$ cat config.mk
export PLATFORM = sky130hd
export DESIGN_NAME = vv_batch_engine
export DESIGN_NICKNAME = d
export VERILOG_FILES = /design/src/rtl/vv_batch_engine.sv
export SDC_FILE = /design/constraint.sdc
export NUM_CORES = 1
export LEC_CHECK = 0
export ABC_AREA = 1
export CAP_MARGIN = 20
export CORE_UTILIZATION = 50
export DETAILED_ROUTE_END_ITERATION = 10
export GPL_ROUTABILITY_DRIVEN = 1
export HOLD_SLACK_MARGIN = 0.03
export PLACE_DENSITY = 0.79
export SYNTH_ARGS = -nofsm -noshare
export SYNTH_HDL_FRONTEND = slang
export SYNTH_SLANG_ARGS = --single-unit
$ cat constraint.sdc
create_clock -name clk -period 5.3 [get_ports clk]
set_clock_uncertainty 0.1 [all_clocks]
set_input_delay 0.795 -clock clk [delete_from_list [all_inputs] [get_ports clk]]
set_output_delay 0.795 -clock clk [all_outputs]
set_load 0.1 [all_outputs]
$ cat src/rtl/vv_batch_engine.sv
// Batched dot-product engine: up to NUM_VEC N-element dot products per run,
// fed from internal A/B operand memories, results stored per vector index.
module vv_batch_engine #(
  parameter int N          = 4,
  parameter int DW         = 8,
  parameter int NUM_VEC    = 4,
  parameter int BRAM_DEPTH = 32,
  parameter int SIGNED     = 0,
  localparam int AW  = $clog2(BRAM_DEPTH),
  localparam int RW  = 2*DW + $clog2(N),
  localparam int VW  = $clog2(NUM_VEC+1),
  localparam int RAW = (NUM_VEC > 1) ? $clog2(NUM_VEC) : 1
) (
  input  logic           clk,
  input  logic           rst,
  input  logic           start,
  input  logic [VW-1:0]  num_vec,
  input  logic           vec_a_we,
  input  logic [AW-1:0]  vec_a_wr_addr,
  input  logic [DW-1:0]  vec_a_wr_data,
  input  logic           vec_b_we,
  input  logic [AW-1:0]  vec_b_wr_addr,
  input  logic [DW-1:0]  vec_b_wr_data,
  input  logic [RAW-1:0] res_rd_addr,
  output logic [RW-1:0]  res_rd_data,
  output logic           busy,
  output logic           done,
  output logic [VW-1:0]  res_count
);

  localparam int EW = $clog2(N);
  localparam logic [EW-1:0] LAST_E  = EW'(N-1);
  localparam logic [VW-1:0] ONE_V   = VW'(1);
  localparam logic [VW-1:0] MAX_V   = VW'(NUM_VEC);

  typedef enum logic [1:0] {IDLE, RUN, FINISH} state_t;
  state_t state, state_nxt;

  logic [DW-1:0]        a_mem [BRAM_DEPTH];
  logic [DW-1:0]        b_mem [BRAM_DEPTH];
  logic signed [RW-1:0] res_mem [NUM_VEC];

  logic [VW-1:0] n_eff, n_clamp;
  logic [AW-1:0] addr_p0;
  logic [EW-1:0] elem_p0;
  logic [VW-1:0] vec_p0;
  logic          vld_p0;

  logic [DW-1:0] a_p1, b_p1;
  logic          first_p1, last_p1, vld_p1;
  logic [VW-1:0] vidx_p1;

  logic signed [RW-1:0] acc, prod;
  logic issue_last, final_wr, fin;

  // Full-precision product extended to result width per operand mode.
  function automatic logic signed [RW-1:0] mult(input logic [DW-1:0] a, input logic [DW-1:0] b);
    logic signed [2*DW-1:0] ps;
    logic [2*DW-1:0]        pu;
    ps = $signed({{DW{a[DW-1]}}, a}) * $signed({{DW{b[DW-1]}}, b});
    pu = {{DW{1'b0}}, a} * {{DW{1'b0}}, b};
    if (SIGNED != 0) mult = {{(RW-2*DW){ps[2*DW-1]}}, ps};
    else             mult = {{(RW-2*DW){1'b0}}, pu};
  endfunction

  assign n_clamp    = (num_vec > MAX_V) ? MAX_V : num_vec;
  assign issue_last = vld_p0 && (elem_p0 == LAST_E) && (vec_p0 == n_eff - ONE_V);
  assign final_wr   = vld_p1 && last_p1 && (vidx_p1 == n_eff - ONE_V);
  assign fin        = (state == FINISH) && ((n_eff == '0) || final_wr);
  assign prod       = mult(a_p1, b_p1);

  always_comb begin
    state_nxt = state;
    case (state)
      IDLE:    if (start) state_nxt = (n_clamp == '0) ? FINISH : RUN;
      RUN:     if (issue_last) state_nxt = FINISH;
      FINISH:  if (fin) state_nxt = IDLE;
      default: state_nxt = IDLE;
    endcase
  end

  // Stage p0: address issue and run control
  always_ff @(posedge clk) begin
    if (rst) begin
      state     <= IDLE;
      n_eff     <= '0;
      busy      <= 1'b0;
      done      <= 1'b0;
      res_count <= '0;
      addr_p0   <= '0;
      elem_p0   <= '0;
      vec_p0    <= '0;
      vld_p0    <= 1'b0;
      vld_p1    <= 1'b0;
    end else begin
      state  <= state_nxt;
      done   <= fin;
      vld_p1 <= vld_p0;
      if (state == IDLE && start) begin
        n_eff     <= n_clamp;
        addr_p0   <= '0;
        elem_p0   <= '0;
        vec_p0    <= '0;
        vld_p0    <= (n_clamp != '0);
        busy      <= (n_clamp != '0);
        res_count <= '0;
      end else if (state == RUN) begin
        if (issue_last) begin
          vld_p0 <= 1'b0;
        end else begin
          addr_p0 <= addr_p0 + AW'(1);
          if (elem_p0 == LAST_E) begin
            elem_p0 <= '0;
            vec_p0  <= vec_p0 + ONE_V;
          end else begin
            elem_p0 <= elem_p0 + EW'(1);
          end
        end
      end
      if (fin) busy <= 1'b0;
      if (vld_p1 && last_p1) res_count <= res_count + ONE_V;
    end
  end

  // Stage p1: operand memory read
  always_ff @(posedge clk) begin
    a_p1     <= a_mem[addr_p0];
    b_p1     <= b_mem[addr_p0];
    first_p1 <= (elem_p0 == '0);
    last_p1  <= (elem_p0 == LAST_E);
    vidx_p1  <= vec_p0;
  end

  always_ff @(posedge clk) begin
    if (vec_a_we && !busy) a_mem[vec_a_wr_addr] <= vec_a_wr_data;
    if (vec_b_we && !busy) b_mem[vec_b_wr_addr] <= vec_b_wr_data;
  end

  // Stage p2: accumulate; last element goes straight to result memory
  always_ff @(posedge clk) begin
    if (rst) begin
      acc <= '0;
    end else if (vld_p1) begin
      acc <= first_p1 ? prod : acc + prod;
    end
  end

  always_ff @(posedge clk) begin
    if (!rst && vld_p1 && last_p1) res_mem[vidx_p1[RAW-1:0]] <= acc + prod;
  end

  always_ff @(posedge clk) begin
    if (rst) res_rd_data <= '0;
    else     res_rd_data <= res_mem[res_rd_addr];
  end

endmodule

==> results of run 1 <==
-- cell families after synthesis --
kind of cell	synth area share (%)
flip-flops	65.3
AO/OA/AOI/OAI	9.86
AND/OR/NAND/NOR	13.9
adder cells (fa/ha/maj)	5.05
XOR/XNOR	0.509
buffers and inverters	5.40
-- synthesized netlist by cell type (all sizes together) --
| master | count | area share, % |
|---|---|---|
| a211oi | 1 | 0.026 |
| a21oi | 57 | 0.97 |
| a31oi | 7 | 0.15 |
| and2 | 14 | 0.30 |
| and3 | 1 | 0.021 |
| buf | 56 | 1.3 |
| clkbuf | 83 | 1.1 |
| clkinv | 2 | 0.026 |
| dfxtp | 79 | 5.4 |
| edfxtp | 584 | 60 |
| fa | 37 | 2.5 |
| ha | 59 | 2.5 |
| inv | 231 | 3.0 |
| nand2 | 336 | 4.3 |
| nand3 | 123 | 2.1 |
| nand3b | 4 | 0.10 |
| nand4 | 20 | 0.43 |
| nor2 | 497 | 6.4 |
| nor3 | 10 | 0.17 |
| o211ai | 66 | 1.7 |
| o21ai | 323 | 5.6 |
| o21bai | 1 | 0.026 |
| o22ai | 67 | 1.4 |
| or2 | 3 | 0.064 |
| xnor2 | 2 | 0.060 |
| xor2 | 15 | 0.45 |
-- worst paths after layout --
| kind | cells after the start | from | slack [ns] | endpoint |
|---|---|---|---|---|
| min | 0 | vec_p0[0] | 0.29 | vidx_p1[0] |
| max reg2reg | 24 | b_p1[2] | 0.17 | res_mem[3][15] |
| min reg2reg | 0 | vec_p0[0] | 0.29 | vidx_p1[0] |
| max | 24 | b_p1[2] | 0.17 | res_mem[3][15] |
-- state kept, by name, summed over array words and instances, names as in the netlist, 5 cells and up --
name	count
acc	18
res_rd_data	18
b_p1	8
res_mem	72
b_mem	256
a_mem	256
a_p1	8
addr_p0	5
-- where the power goes --
part | internal (µW) | switching [µW] | total [µW]
sequential | 6180 | 74.4 | 6250
combinational | 2230 | 3620 | 5860
clock | 2460 | 2020 | 4490
-- cell usage in the layout, fill, tap and decap left out, types with 9 or more instances in the layout --
| master | count |
|---|---|
| o21ai_0 | 276 |
| buf_4 | 50 |
| a21oi_1 | 50 |
| clkbuf_16 | 68 |
| clkdlybuf4s50_1 | 58 |
| o22ai_1 | 67 |
| nand2_2 | 12 |
| clkinv_1 | 18 |
| fa_1 | 35 |
| and2_1 | 9 |
| clkbuf_1 | 16 |
| ha_4 | 13 |
| xor2_1 | 13 |
| nor2_1 | 491 |
| dfxtp_1 | 71 |
| ha_1 | 44 |
| o21ai_1 | 44 |
| nand2_1 | 322 |
| nand4_1 | 20 |
| o211ai_1 | 66 |
| nand3_1 | 120 |
| edfxtp_1 | 584 |
| inv_1 | 226 |
-- layout make-up --
cell class | count | area [µm²]
Timing Repair Buffer | 117 | 1170
Clock inverter | 35 | 275
Sequential cell | 663 | 19100
Fill cell | 4579 | 24700
Inverter | 233 | 880
Tap cell | 765 | 957
Multi-Input combinational cell | 1643 | 8930
Clock buffer | 85 | 1780
-- per-stage QoR --
step                      utilization, %  cell area (µm²)  TNS, ns  std cells  hold slack [ns]
after floorplan                        -            29300        0       2678            0.255
after global placement              52.8            30500        0       3410            0.265
after detailed placement            52.9            30600   -0.714       3412            0.279
after CTS                           56.5            32700        0       3532            0.283
after global routing                57.3            33100   -0.862       3541            0.301
final                               57.3            33100        0       3541            0.287
-- what timing repair did --
item                                    CTS  global route
hold buffers                              0             0
cloned                                    0             0
gates resized for setup                   6            69
pin swaps                                 0            16
hold endpoints to repair                  0             0
endpoints found under the setup margin   16            50
buffers inserted                          0             3
-- metal layers --
layer | wire (µm) | vias to the layer above | part of all wire, %
li1 | - | 9356 | -
met1 | 28300 | 9814 | 41
met2 | 34100 | 854 | 49
met3 | 5520 | 121 | 7.9
met4 | 1830 | 0 | 2.6
met5 | 0 | - | 0
-- worst max-delay path: stages (launching register included) --
cell     delay, ns
dfxtp_2       0.32
buf_4         0.15
nand2_1       0.07
inv_1         0.06
fa_1          0.57
fa_1          0.46
fa_1          0.52
inv_1         0.05
fa_1          0.47
inv_1         0.07
ha_4          0.27
nand2_2       0.11
inv_1         0.05
nand2_1       0.11
nand2_1       0.06
nand2_1       0.07
nand4_1       0.12
and2_1        0.21
ha_4          0.31
nand2_2       0.11
nor3_2        0.22
nand2_1       0.10
nand2_1       0.06
nand2_1       0.06
and2_1        0.17
==> reports/metrics.yaml, run 1 <==
cp_data_arrival_time_ns: 5.37
dp_hpwl_um: 42400
clk_path_buf_depth: 3
fmax_ghz: 0.195
drc_errors: 0
synthToLayoutAreaGrowth_pct: 13.1
cp-end-kind: "flop"
first_pass_iters: 6
syn-instance-count: 2678
cts_made_buffers: 68
viasPerCell: 5.69
postRouteWirelength_um: 69800
initial_utilization_pct: 50.6
yosysSeqAreaShare_pct: 65.3
worst_slack_ns: 0.168
dp_worst_setup_slack_ns: -0.0685
cts_tree: "yes"
grt_pass1_vias: 19700
grt_max_degree: 180
required_ns: 5.54
hold_violations: 0
finalCritPeriodShare_pct: 96.8
synth.net_count: 2810
drt-wirelength-per-cell_um: 19.7
first_iter_violations: 2337
grt_util_met2_pct: 38.5
clkLatencyLatePin_ns: 0.61
syn_area_mm2: 0.0293
drv_slew: 0
cts-root-buf: "clkbuf_16"
diodes: 0
final_antenna_net_count: 0
setup_violations: 0
fp.dieH_um: 244
finalNetCount: 2858
num_vias: 20100
busiest_layer: "met2"
rows: 88
startpoint_type: "flop"
ios: 59
p_leak_uw: 0.0123
path_max_fanout: 7
die_w_um: 244
path_class: "flop to flop"
grt_pass1_wl_um: 108000
hold_class: "flop to flop"
core_area_mm2: 0.0578
status: "finished, final reports clean"
power.total_uw: 16600
die_area_mm2: 0.0595
tightest_slew_ns: 1.03
ys_seq_elements: 663
overflow: 0
grtUsageMet1_pct: 31.1
grt_setup_unrepaired: "true"
ys_types: 32
p_per_area_mw_per_mm2: 501
io_buffer_count: 58
clkSinkCount: 663
layout-drive-gt1-share_pct: 8.21
grt_use_met3_pct: 4.10
finalWeightedCongestion: 0.909
antenna_found_initial: 0
maxCapViolations: 0
ctsHtreeMaxLevel: 3
ir_drop_uv: 436
syn_avg_cell_area_um2: 10.9
slew_headroom_pct: 31.0
grtUsageTotal_pct: 23.3
yosys_warnings: 0
cts.clk_slew.worst_paths_ns: 0.06
finalCriticalPeriod_ns: 5.13
No activity file was read; power rests on OpenSTA's default activity.
==> run 2, diff against run 1 <==
SLEW_MARGIN = 20   (was unset)
==> run 2 against run 1 <==
Register-to-register slack worse by 0.04 ns; cell count up 0.17%; combinational power up 4.1%; global-route usage increased by 0.077 points; critical endpoint is now res_mem[3][16]; largest cell class unchanged; largest power group unchanged.
==> reports/metrics.yaml, run 2 (synthesis results as in run 1) <==
status: "finished, final reports clean"  # unchanged
grt_max_degree: 180  # unchanged
hold_class: "flop to flop"  # unchanged
worstHoldEndpoint: "vidx_p1[0]"  # unchanged
startpoint_type: "flop"  # unchanged
cp-end-kind: "flop"  # unchanged
viasPerCell: 5.71  # was 5.69
clkLatencyLatePin_ns: 0.61  # about the same
initial_utilization_pct: 50.6  # unchanged
finalCritPeriodShare_pct: 97.6  # was 96.8%
postRouteWirelength_um: 70000  # was 69800 µm
overflow: 0  # unchanged
finalCriticalPeriod_ns: 5.17  # was 5.13 ns
r2r-start: "a_p1[4]"  # was b_p1[2]
path_max_fanout: 5  # was 7
die_area_mm2: 0.0595  # unchanged
rrSetupSlack_ns: 0.13  # was 0.17 ns
drv_slew: 0  # unchanged
power.total_uw: 17100  # was 16600 µW
drc_errors: 0  # unchanged
finalNetCount: 2855  # was 2858
p_per_area_mw_per_mm2: 516  # was 501 mW/mm²
whs_ns: 0.274  # was 0.287 ns
die_w_um: 244  # unchanged
final_util_pct: 57.4  # was 57.3%
ctsHtreeMaxLevel: 3  # unchanged
fmax_ghz: 0.193  # was 0.195 GHz
holdCritStartpoint: "vec_p0[0]"  # unchanged
num_vias: 20300  # was 20100
ir_drop_uv: 526  # was 436 µV
cts-root-buf: "clkbuf_16"  # unchanged
cpMostUsedCell: "nand2_1"  # unchanged
cts.clk_slew.worst_paths_ns: 0.06  # about the same
r2r_cells: 22  # was 24
path_class: "flop to flop"  # unchanged
tightest_slew_ns: 1.02  # was 1.03 ns
first_pass_iters: 6  # unchanged
r2r_end: "res_mem[3][16]"  # was res_mem[3][15]
final_antenna_net_count: 0  # unchanged
drt-wirelength-per-cell_um: 19.7  # about the same
first_iter_violations: 2489  # was 2337
dp_worst_setup_slack_ns: -0.0728  # was -0.0685 ns
antenna_found_initial: 2  # was 0
finalWeightedCongestion: 0.909  # unchanged
grtUsageTotal_pct: 23.4  # was 23.3%
rows: 88  # unchanged
path_cells: "buf_4 -> nand2_1 -> inv_1 -> fa_1 -> inv_1 -> fa_1 -> inv_1 -> fa_1 -> ha_1 -> ha_1 -> nand2_1 -> nor2_2 -> nand2_1 -> nand2_1 -> xor2_2 -> ha_4 -> nand2_1 -> nand2_1 -> o21bai_1 -> a21oi_1 -> nand3_1 -> and2_4"  # was buf_4 -> nand2_1 -> inv_1 -> fa_1 -> fa_1 -> fa_1 -> inv_1 -> fa_1 -> inv_1 -> ha_4 -> nand2_2 -> inv_1 -> nand2_1 -> nand2_1 -> nand2_1 -> nand4_1 -> and2_1 -> ha_4 -> nand2_2 -> nor3_2 -> nand2_1 -> nand2_1 -> nand2_1 -> and2_1
cp_data_arrival_time_ns: 5.44  # was 5.37 ns
path_buf_inv: 4  # was 5
cts_made_buffers: 71  # was 68
synthToLayoutAreaGrowth_pct: 13.3  # was 13.1%
postCtsHoldBufs: 0  # unchanged
layout_commonest_cell: "edfxtp_1"  # unchanged
layout-drive-gt1-share_pct: 9.06  # was 8.21%
clkSinkCount: 663  # unchanged
setup_violations: 0  # unchanged
cpLargestDelayFamily: "adder cells"  # unchanged
required_ns: 5.57  # was 5.54 ns
clk_path_buf_depth: 3  # unchanged
fp.dieH_um: 244  # unchanged
grt_setup_unrepaired: "true"  # unchanged
ios: 59  # unchanged
dp_hpwl_um: 42400  # about the same
grt_pass1_wl_um: 109000  # was 108000 µm
final_cell_mix: "584 x edfxtp_1, 490 x nor2_1, 318 x nand2_1, 276 x o21ai_0, 222 x inv_1"  # was 584 x edfxtp_1, 491 x nor2_1, 322 x nand2_1, 276 x o21ai_0, 226 x inv_1
maxCapViolations: 0  # unchanged
slowest_delay_ns: 0.53  # was 0.57 ns
cts_tree: "yes"  # unchanged
grt_pass1_vias: 19900  # was 19700
core_area_mm2: 0.0578  # unchanged
min_path_cells: 0  # unchanged
p_leak_uw: 0.0123  # about the same
slew_headroom_pct: 31.5  # was 31.0%
cp_slowest_cell: "fa_1"  # unchanged
hold_violations: 0  # unchanged
io_buffer_count: 58  # unchanged
worst_slack_ns: 0.129  # was 0.168 ns
[run 2: cell types whose count changed in the layout (fill, tap and decap cells not counted), sizes merged]
cell,before,now
buf,59,60
bufinv,1,3
clkbuf,85,95
clkdlybuf4s50,58,51
clkinv,24,31
clkinvlp,3,2
diode,0,1
inv,240,233
[run 2: per-stage QoR]
stage / cells / instance area [µm²] / TNS, ns
global placement: 3410 / 30500 / 0
global route: 3546 / 33200 / -2.06
CTS: 3542 / 32800 / 0
finish: 3547 / 33200 / 0
detailed placement: 3411 / 30500 / -0.616
floorplan: 2678 / 29300 / 0
[run 2: worst reg2reg max path, cell delays in order (launching register included)]
cell	delay, ns
dfxtp_4	0.36
buf_4	0.16
nand2_1	0.06
inv_1	0.05
fa_1	0.50
inv_1	0.06
fa_1	0.53
inv_1	0.07
fa_1	0.45
ha_1	0.29
ha_1	0.41
nand2_1	0.16
nor2_2	0.16
nand2_1	0.07
nand2_1	0.10
xor2_2	0.24
ha_4	0.27
nand2_1	0.07
nand2_1	0.06
o21bai_1	0.17
a21oi_1	0.23
nand3_1	0.17
and2_4	0.21
[run 2: how the worst max path moves through the flow]
stage | endpoint | slack (ns) | cells past startpoint | start
detailed placement | res_mem[1][16] | -0.07 | 22 | a_p1[3]
global route | res_mem[3][16] | -0.17 | 23 | a_p1[1]
floorplan | res_mem[0][9] | 0.10 | 25 | b_p1[2]
finish | res_mem[3][16] | 0.13 | 22 | a_p1[4]
CTS | res_mem[1][17] | 0.0002 | 25 | b_p1[2]
global placement | res_mem[1][15] | 0.07 | 24 | a_p1[3]
[run 2: area by class of cell]
class / instances / area (µm²)
tap: 765 / 957
sequential: 663 / 19100
clock buffer: 95 / 1920
antenna: 1 / 2.50
clock inverter: 36 / 335
inverter: 233 / 880
timing repair buffer: 111 / 975
fill: 4501 / 24600
multi-input combinational: 1643 / 8970
[run 2: repair_timing]
action	CTS	global route
endpoints found under the setup margin	16	50
pin swaps	0	22
resized for setup	4	92
buffers inserted	0	4
[run 2: metal layers]
layer,up-vias,track usage [%],share of wire (%)
met2,924,38.7,49
met3,160,4.04,8.1
met1,9820,31.4,40
li1,9348,-,-
met4,0,7.92,2.9
met5,-,0,0
[run 2: power breakdown]
group	switching (µW)	leakage (µW)	internal [µW]	total [µW]
combinational	3730	0.00529	2370	6100
clock	2050	0.00109	2730	4780
sequential	74.8	0.00591	6180	6250
